## config.mk

```make
export PLATFORM = sky130hd
export DESIGN_NAME = branch_predictor_btb
export DESIGN_NICKNAME = d
export VERILOG_FILES = /design/src/rtl/branch_predictor_btb.sv
export SDC_FILE = /design/constraint.sdc
export NUM_CORES = 1
export LEC_CHECK = 0
export ABC_CLOCK_PERIOD_IN_PS = 6010
export BUFFER_PORTS_ARGS = -buffer_cell sky130_fd_sc_hd__buf_4
export CAP_MARGIN = 40
export CORE_UTILIZATION = 40
export DETAILED_ROUTE_END_ITERATION = 10
export PLACE_DENSITY = 0.61
export SETUP_SLACK_MARGIN = 0.2
export SYNTH_ARGS = -nofsm -noshare
export SYNTH_HDL_FRONTEND = slang
export SYNTH_SLANG_ARGS = --single-unit
```

## constraint.sdc

```tcl
create_clock -name CLK -period 6.01 [get_ports CLK]
set_clock_uncertainty 0.1 [all_clocks]
set_input_delay 0.9015 -clock CLK [delete_from_list [all_inputs] [get_ports CLK]]
set_output_delay 0.9015 -clock CLK [all_outputs]
set_load 0.005 [all_outputs]
```

## src/rtl/branch_predictor_btb.sv

```systemverilog
// Direct-mapped BTB with 2-bit saturating direction counters for the fetch stage.
// Latency: lookup is combinational in the same cycle; training takes effect at the next rising edge.
// Backpressure: none; a lookup happens every cycle and every training or flush strobe is accepted.
module branch_predictor_btb #(
    parameter int NUM_ENTRIES = 16,
    localparam int IDX_BITS = $clog2(NUM_ENTRIES),
    localparam int TAG_BITS = 30 - IDX_BITS
) (
    input  logic        CLK,
    input  logic        nRST,
    input  logic [31:0] fetch_pc,
    output logic        predicted_outcome,
    output logic [31:0] predicted_pc,
    output logic        btb_hit,
    input  logic        update_btb,
    input  logic [31:0] update_pc,
    input  logic        branch_outcome,
    input  logic [31:0] branch_target,
    input  logic        flush_btb
);

    // Table storage. Only valid and ctr are reset; tag and target are
    // meaningless while the entry is invalid.
    logic [NUM_ENTRIES-1:0] valid_q;
    logic [TAG_BITS-1:0]    tag_q    [NUM_ENTRIES];
    logic [31:0]            target_q [NUM_ENTRIES];
    logic [1:0]             ctr_q    [NUM_ENTRIES];

    logic [IDX_BITS-1:0] fetch_idx;
    logic [TAG_BITS-1:0] fetch_tag;
    logic [IDX_BITS-1:0] upd_idx;
    logic [TAG_BITS-1:0] upd_tag;
    logic                upd_hit;
    logic                upd_taken_wr;

    // Word-aligned PCs: the two byte-offset bits never take part in indexing.
    logic unused_pc_lsbs;
    assign unused_pc_lsbs = ^{fetch_pc[1:0], update_pc[1:0]};

    assign fetch_idx = fetch_pc[IDX_BITS+1:2];
    assign fetch_tag = fetch_pc[31:IDX_BITS+2];
    assign upd_idx   = update_pc[IDX_BITS+1:2];
    assign upd_tag   = update_pc[31:IDX_BITS+2];

    // Same-cycle lookup on pre-update state; no bypass of a concurrent write.
    always_comb begin
        btb_hit           = valid_q[fetch_idx] && (tag_q[fetch_idx] == fetch_tag);
        predicted_outcome = btb_hit && ctr_q[fetch_idx][1];
        predicted_pc      = predicted_outcome ? target_q[fetch_idx] : (fetch_pc + 32'd4);
    end

    // Resolve whether the branch being trained already owns its entry.
    always_comb begin
        upd_hit      = valid_q[upd_idx] && (tag_q[upd_idx] == upd_tag);
        upd_taken_wr = update_btb && !flush_btb && branch_outcome;
    end

    // Valid bits and direction counters; flush wins over a same-cycle update.
    always_ff @(posedge CLK or negedge nRST) begin
        if (!nRST) begin
            valid_q <= '0;
            for (int i = 0; i < NUM_ENTRIES; i++) begin
                ctr_q[i] <= 2'b01;
            end
        end else if (flush_btb) begin
            valid_q <= '0;
        end else if (update_btb) begin
            if (upd_hit) begin
                if (branch_outcome) begin
                    if (ctr_q[upd_idx] != 2'b11) begin
                        ctr_q[upd_idx] <= ctr_q[upd_idx] + 2'd1;
                    end
                end else if (ctr_q[upd_idx] != 2'b00) begin
                    ctr_q[upd_idx] <= ctr_q[upd_idx] - 2'd1;
                end
            end else if (branch_outcome) begin
                // Taken miss allocates (or evicts an alias) as weakly taken.
                valid_q[upd_idx] <= 1'b1;
                ctr_q[upd_idx]   <= 2'b10;
            end
        end
    end

    // Tag and target: every taken resolution refreshes the target, a miss also claims the tag.
    always_ff @(posedge CLK) begin
        if (nRST && upd_taken_wr) begin
            target_q[upd_idx] <= branch_target;
            if (!upd_hit) begin
                tag_q[upd_idx] <= upd_tag;
            end
        end
    end

endmodule

```

==> results of run 1 <==
cell usage in the layout (no fill, tap or decap), types with 16 or more instances in the layout:
cell,synthesis,final
buf_4,8,210
nor2b_1,22,22
buf_12,0,32
nand4_1,21,21
mux4_2,367,367
nand2_1,72,72
clkinv_2,0,20
clkbuf_16,0,106
a41oi_1,16,16
mux2i_1,107,107
edfxtp_1,928,928
nor2_1,83,51
xnor2_1,59,57
dfstp_2,16,16
nand3_1,19,18
xor2_1,27,27
clkinv_1,0,16
nor2_4,0,32
o22ai_1,23,23
clkbuf_1,53,22
a21oi_1,21,21
dfrtp_1,32,32
mux2_2,71,71
final timing paths:
check,end,slack (ns),cells after the start
max in group asynchronous,valid_q[7],5.26,1
setup / recovery,predicted_pc[21],0.24,11
hold / removal,ctr_q[11],0.12,1
min in group CLK,target_q[6][8],0.39,1
hold reg to reg,ctr_q[15],0.43,1
setup reg to reg,ctr_q[12],1.71,10
registers in the layout, indices dropped and copies added, names as in the netlist:
signal    flops
tag_q       416
target_q    512
valid_q      16
ctr_q        32
worst register-to-register path, delay by kind of cell (launching register included):
family / cells / cell delay (ns)
xor+xnor: 1 / 0.33
mux: 3 / 1.00
compound gates: 2 / 0.66
flops: 1 / 0.38
buf+inv: 1 / 0.28
simple gates: 3 / 1.46
layout make-up:
class	instances	area share (%)
antenna	3	0.0149
clock buffer	129	5.41
clock inverter	60	1.29
inverter	10	0.0794
multi-input combinational	1058	27.1
sequential	976	57.7
tap	1403	3.48
timing repair buffer	253	4.87
cells by family after synthesis:
| group | Yosys count | share of synthesized area (%) |
|---|---|---|
| flops | 976 | 67.3 |
| mux | 560 | 23.9 |
| simple gates | 282 | 3.20 |
| buf+inv | 150 | 1.61 |
| compound gates | 127 | 2.15 |
| xor+xnor | 86 | 1.74 |
| fa+ha+maj | 3 | 0.0869 |
report_power, final:
| group | leakage (nW) | internal [mW] | switching [mW] |
|---|---|---|---|
| clock | 1.64 | 3.63 | 2.71 |
| sequential | 8.93 | 7.49 | 0.0242 |
| combinational | 5.65 | 0.494 | 0.627 |
| total | 16.2 | 11.6 | 3.36 |
layer usage:
metal	GRT usage [%]	part of all wire, %
met5	0	0.094
met4	6.01	2.1
met3	4.82	9.2
met2	34.7	48
met1	30.9	41
timing repair:
| action | 4_1_cts | 5_1_grt |
|---|---|---|
| pin swaps | 0 | 2 |
| resized for setup | 2 | 5 |
| endpoints found under the setup margin | 3 | 1 |
| gates cloned | 0 | 2 |
| buffers inserted | 0 | 2 |
==> flow_summary.json, run 1 <==
{
  "synthCells": 2184,
  "synthToLayoutAreaGrowth_pct": 16.7,
  "setup_viol": 0,
  "critPathMaxFanout": 25,
  "grt_overflow": 0,
  "required_ns": 5.01,
  "path_cells": "buf_16 -> mux4_2 -> mux4_2 -> xnor2_1 -> nand4_1 -> or4_1 -> nor4_4 -> buf_12 -> buf_12 -> mux2_1 -> buf_4",
  "drive_gt1_share_pct": 36.2,
  "core-area_mm2": 0.107,
  "die_h_um": 331,
  "tns_ns": 0,
  "cts_root_buf": "clkbuf_16",
  "ys_ff_latch": 976,
  "drtAntennaViolNets": 0,
  "area.sequential_mm2": 0.0291,
  "drt-initial-drc-count": 2756,
  "rsz0062_at_grt": "no",
  "cp-start-kind": "input port",
  "synth_area_mm2": 0.0432,
  "slowest_stage": "or4_1",
  "synth_edf_count": 928,
  "peakVddDrop_v": 0.000214,
  "yosysWarningCount": 0,
  "rows": 120,
  "netlist.area_leader.share_pct": 64.5,
  "drv_cap": 0,
  "drv_slew": 0,
  "die_w_um": 331,
  "dpl_worst_slack_ns": 0.147,
  "wl_mm": 120,
  "numCtsBuffers": 103,
  "critical_path_class": "in2out",
  "tightest_slew_ns": 0.968,
  "cp_top_family": "multiplexers",
  "timing.rr.start": "tag_q[11][19]",
  "synth_largest_area_cell": "edfxtp_1",
  "multi_input_area_mm2": 0.0137,
  "ys.flop_type": "edfxtp_1",
  "async_flop_share_pct": 4.92,
  "hold_buffers": 0,
  "status": "finished clean",
  "routedWlPerCell_um": 30.8,
  "place_congestion": 0.864,
  "cts_tree": "yes",
  "yosysUniqueCellTypes": 58,
  "grt_pass1_vias": 23900,
  "grt_use_total_pct": 22.0,
  "grt_pass1_wl_mm": 171,
  "avgSynthCellArea_um2": 19.8,
  "crit_buf_inv": 4,
  "htreeDepth": 3,
  "dp.cells": 3696,
  "hpwl_mm": 73.6,
  "drc": 0,
  "clkSinkCount": 976,
  "power_mw": 15.0,
  "hp-class": "in2async",
  "relSlewSlack_pct": 35.2,
  "holdWs_ns": 0.123,
  "yosys-top-cells-count": "edfxtp_1 (928), mux4_2 (367), mux2i_1 (107)",
  "port-buffer-count": 132,
  "yosys.cell_count.top_type": "edfxtp_1",
  "p_leak_nw": 16.2,
  "cp.arrival_ns": 4.77,
  "p_per_area_mw_per_mm2": 297,
  "worstSkewPairLatency_ns": 0.71,
  "path_clk_slew_ns": 0.06,
  "fin_area_mm2": 0.0504,
  "placed_area_mm2": 0.0469,
  "initial_core_util_pct": 40.3,
  "fmax_mhz": 173,
  "vias_per_cell": 6.04,
  "period_minus_slack_ns": 5.77,
  "dieArea_mm2": 0.109,
  "netlist_top_cells_area": "edfxtp_1 (65%), mux4_2 (19%), mux2i_1 (2.5%), dfrtp_1 (1.9%), mux2_2 (1.9%)",
  "first_pass_iters": 5,
  "final-hold-violation-count": 0,
  "grt_max_degree": 129,
  "nets": 2506,
  "num_io_pins": 135,
  "vias": 23500,
  "slowest_delay_ns": 0.63,
  "period_share_pct": 96.1,
  "crit_path_start": "fetch_pc[2]",
  "final_cells": 3892,
  "setup_ws_ns": 0.235,
  "postLayoutCoreUtil_pct": 47.1,
  "synth_fp_nets": 2288,
  "ys_seq_area_share_pct": 67.3,
  "clockBufferDepth": 3,
  "end_kind": "primary output",
  "n_fill_cell": 8789,
  "antenna_found_initial": 14
}
Power figures use the tool's default switching activity.
==> inputs of run 2 (changes only) <==
- MAX_ROUTING_LAYER: default -> met4
- PLACE_DENSITY: 0.61 -> 0.58
==> run 2 against run 1 <==
Sequential share of layout area up 0.22 points. Global-route usage up 1.2 points. Final area down 0.37%. Total power down 1.4%. Clock power down 3.5%. Critical path depth up 4. Via count up 0.76%. Largest cell class unchanged. Highest routed layer is now met4.
==> flow_summary.json, run 2 (synthesis gave the netlist of run 1 again) <==
{
  "htreeDepth": 3,
  "initial_core_util_pct": 40.3,
  "crit_buf_inv": 6,
  "holdWs_ns": 0.154,
  "end_kind": "primary output",
  "clkSinkCount": 976,
  "area.sequential_mm2": 0.0291,
  "crit_path_start": "fetch_pc[2]",
  "n_fill_cell": 8842,
  "place_congestion": 0.866,
  "dpl_worst_slack_ns": 0.128,
  "critical_path_class": "in2out",
  "vias": 23700,
  "critPathMaxFanout": 16,
  "timing.rr.start": "tag_q[8][19]",
  "port-buffer-count": 132,
  "drive_gt1_share_pct": 36.1,
  "slowest_delay_ns": 0.51,
  "drtAntennaViolNets": 0,
  "tightest_slew_ns": 1.23,
  "cts_root_buf": "clkbuf_16",
  "wl_mm": 122,
  "routedWlPerCell_um": 31.3,
  "hpwl_mm": 74.9,
  "multi_input_area_mm2": 0.0137,
  "dp.cells": 3703,
  "power_mw": 14.8,
  "cp-start-kind": "input port",
  "grt_pass1_vias": 23800,
  "grt_use_total_pct": 23.2,
  "placed_area_mm2": 0.0469,
  "num_io_pins": 135,
  "die_h_um": 331,
  "nets": 2510,
  "hold_buffers": 0,
  "drc": 0,
  "path_cells": "buf_12 -> buf_12 -> buf_6 -> mux4_2 -> nor2b_1 -> a211oi_1 -> a21oi_2 -> xor2_1 -> nor4b_1 -> nand4b_1 -> nor4_4 -> buf_4 -> buf_12 -> mux2_1 -> buf_4",
  "final_cell_mix": "edfxtp_1 (928), mux4_2 (367), buf_4 (226)",
  "worstSkewPairLatency_ns": 0.69,
  "period_share_pct": 96.5,
  "grt_overflow": 0,
  "dieArea_mm2": 0.109,
  "largest_register_ffs": 512,
  "slowest_stage": "mux4_2",
  "final_common_cell": "edfxtp_1",
  "antenna_found_initial": 10,
  "p_leak_nw": 16.2,
  "rows": 120,
  "cts_tree": "yes",
  "grt_max_degree": 143,
  "p_per_area_mw_per_mm2": 294,
  "tns_ns": 0,
  "status": "finished clean",
  "crit_top_cell": "buf_12",
  "drv_slew": 0,
  "clockBufferDepth": 3,
  "drt-initial-drc-count": 2565,
  "vias_per_cell": 6.07,
  "relSlewSlack_pct": 18.1,
  "die_w_um": 331,
  "hp-class": "in2async",
  "cp_top_family": "buffers and inverters",
  "numCtsBuffers": 102,
  "postLayoutCoreUtil_pct": 46.9,
  "first_pass_iters": 5,
  "fmax_mhz": 172,
  "cp.arrival_ns": 4.80,
  "top_register": "target_q",
  "fin_area_mm2": 0.0502,
  "rsz0062_at_grt": "no",
  "reg_top3": "target_q x512, tag_q x416, ctr_q x32",
  "setup_viol": 0,
  "setup_ws_ns": 0.208,
  "final-hold-violation-count": 0,
  "peakVddDrop_v": 0.000229,
  "drv_cap": 0,
  "core-area_mm2": 0.107,
  "synthToLayoutAreaGrowth_pct": 16.3,
  "path_clk_slew_ns": 0.06,
  "required_ns": 5.01,
  "final_cells": 3902,
  "grt_pass1_wl_mm": 174,
  "period_minus_slack_ns": 5.80
}
[run 2: power by group]
part	internal [mW]	total, mW	switching (mW)	leakage [nW]
registers	7.49	7.51	0.0240	8.93
logic	0.501	1.13	0.630	5.67
clock network	3.44	6.12	2.68	1.57
[run 2: final cells by class]
class	count	area share (%)
flip-flops and latches	976	57.9
repair buffers	258	4.73
diodes	8	0.0399
inverters	10	0.0797
clock buffers	123	5.24
clock inverters	66	1.20
well taps	1403	3.50
multi-input cells	1058	27.3
[run 2: timing repair]
item,in CTS,in global routing
pin swaps,1,1
hold endpoints to repair,0,0
cloned,1,0
setup endpoints to repair,27,31
gates resized for setup,4,4
setup buffers,1,0
[run 2: final timing paths]
check / slack, ns / endpoint / depth (start not counted)
min reg2reg: 0.41 / ctr_q[19] / 1
min: 0.15 / ctr_q[11] / 1
max reg2reg: 1.94 / ctr_q[25] / 10
min in group CLK: 0.40 / target_q[14][27] / 1
max: 0.21 / predicted_pc[21] / 15
max in group asynchronous: 5.22 / ctr_q[25] / 1
[run 2: layer usage]
layer / share of wire [%] / up-vias / GRT usage, %
li1: - / 9654 / -
met4: 2.3 / 0 / 5.89
met5: 0 / - / -
met1: 43 / 12800 / 32.3
met3: 7.8 / 176 / 4.54
met2: 47 / 1021 / 35.1
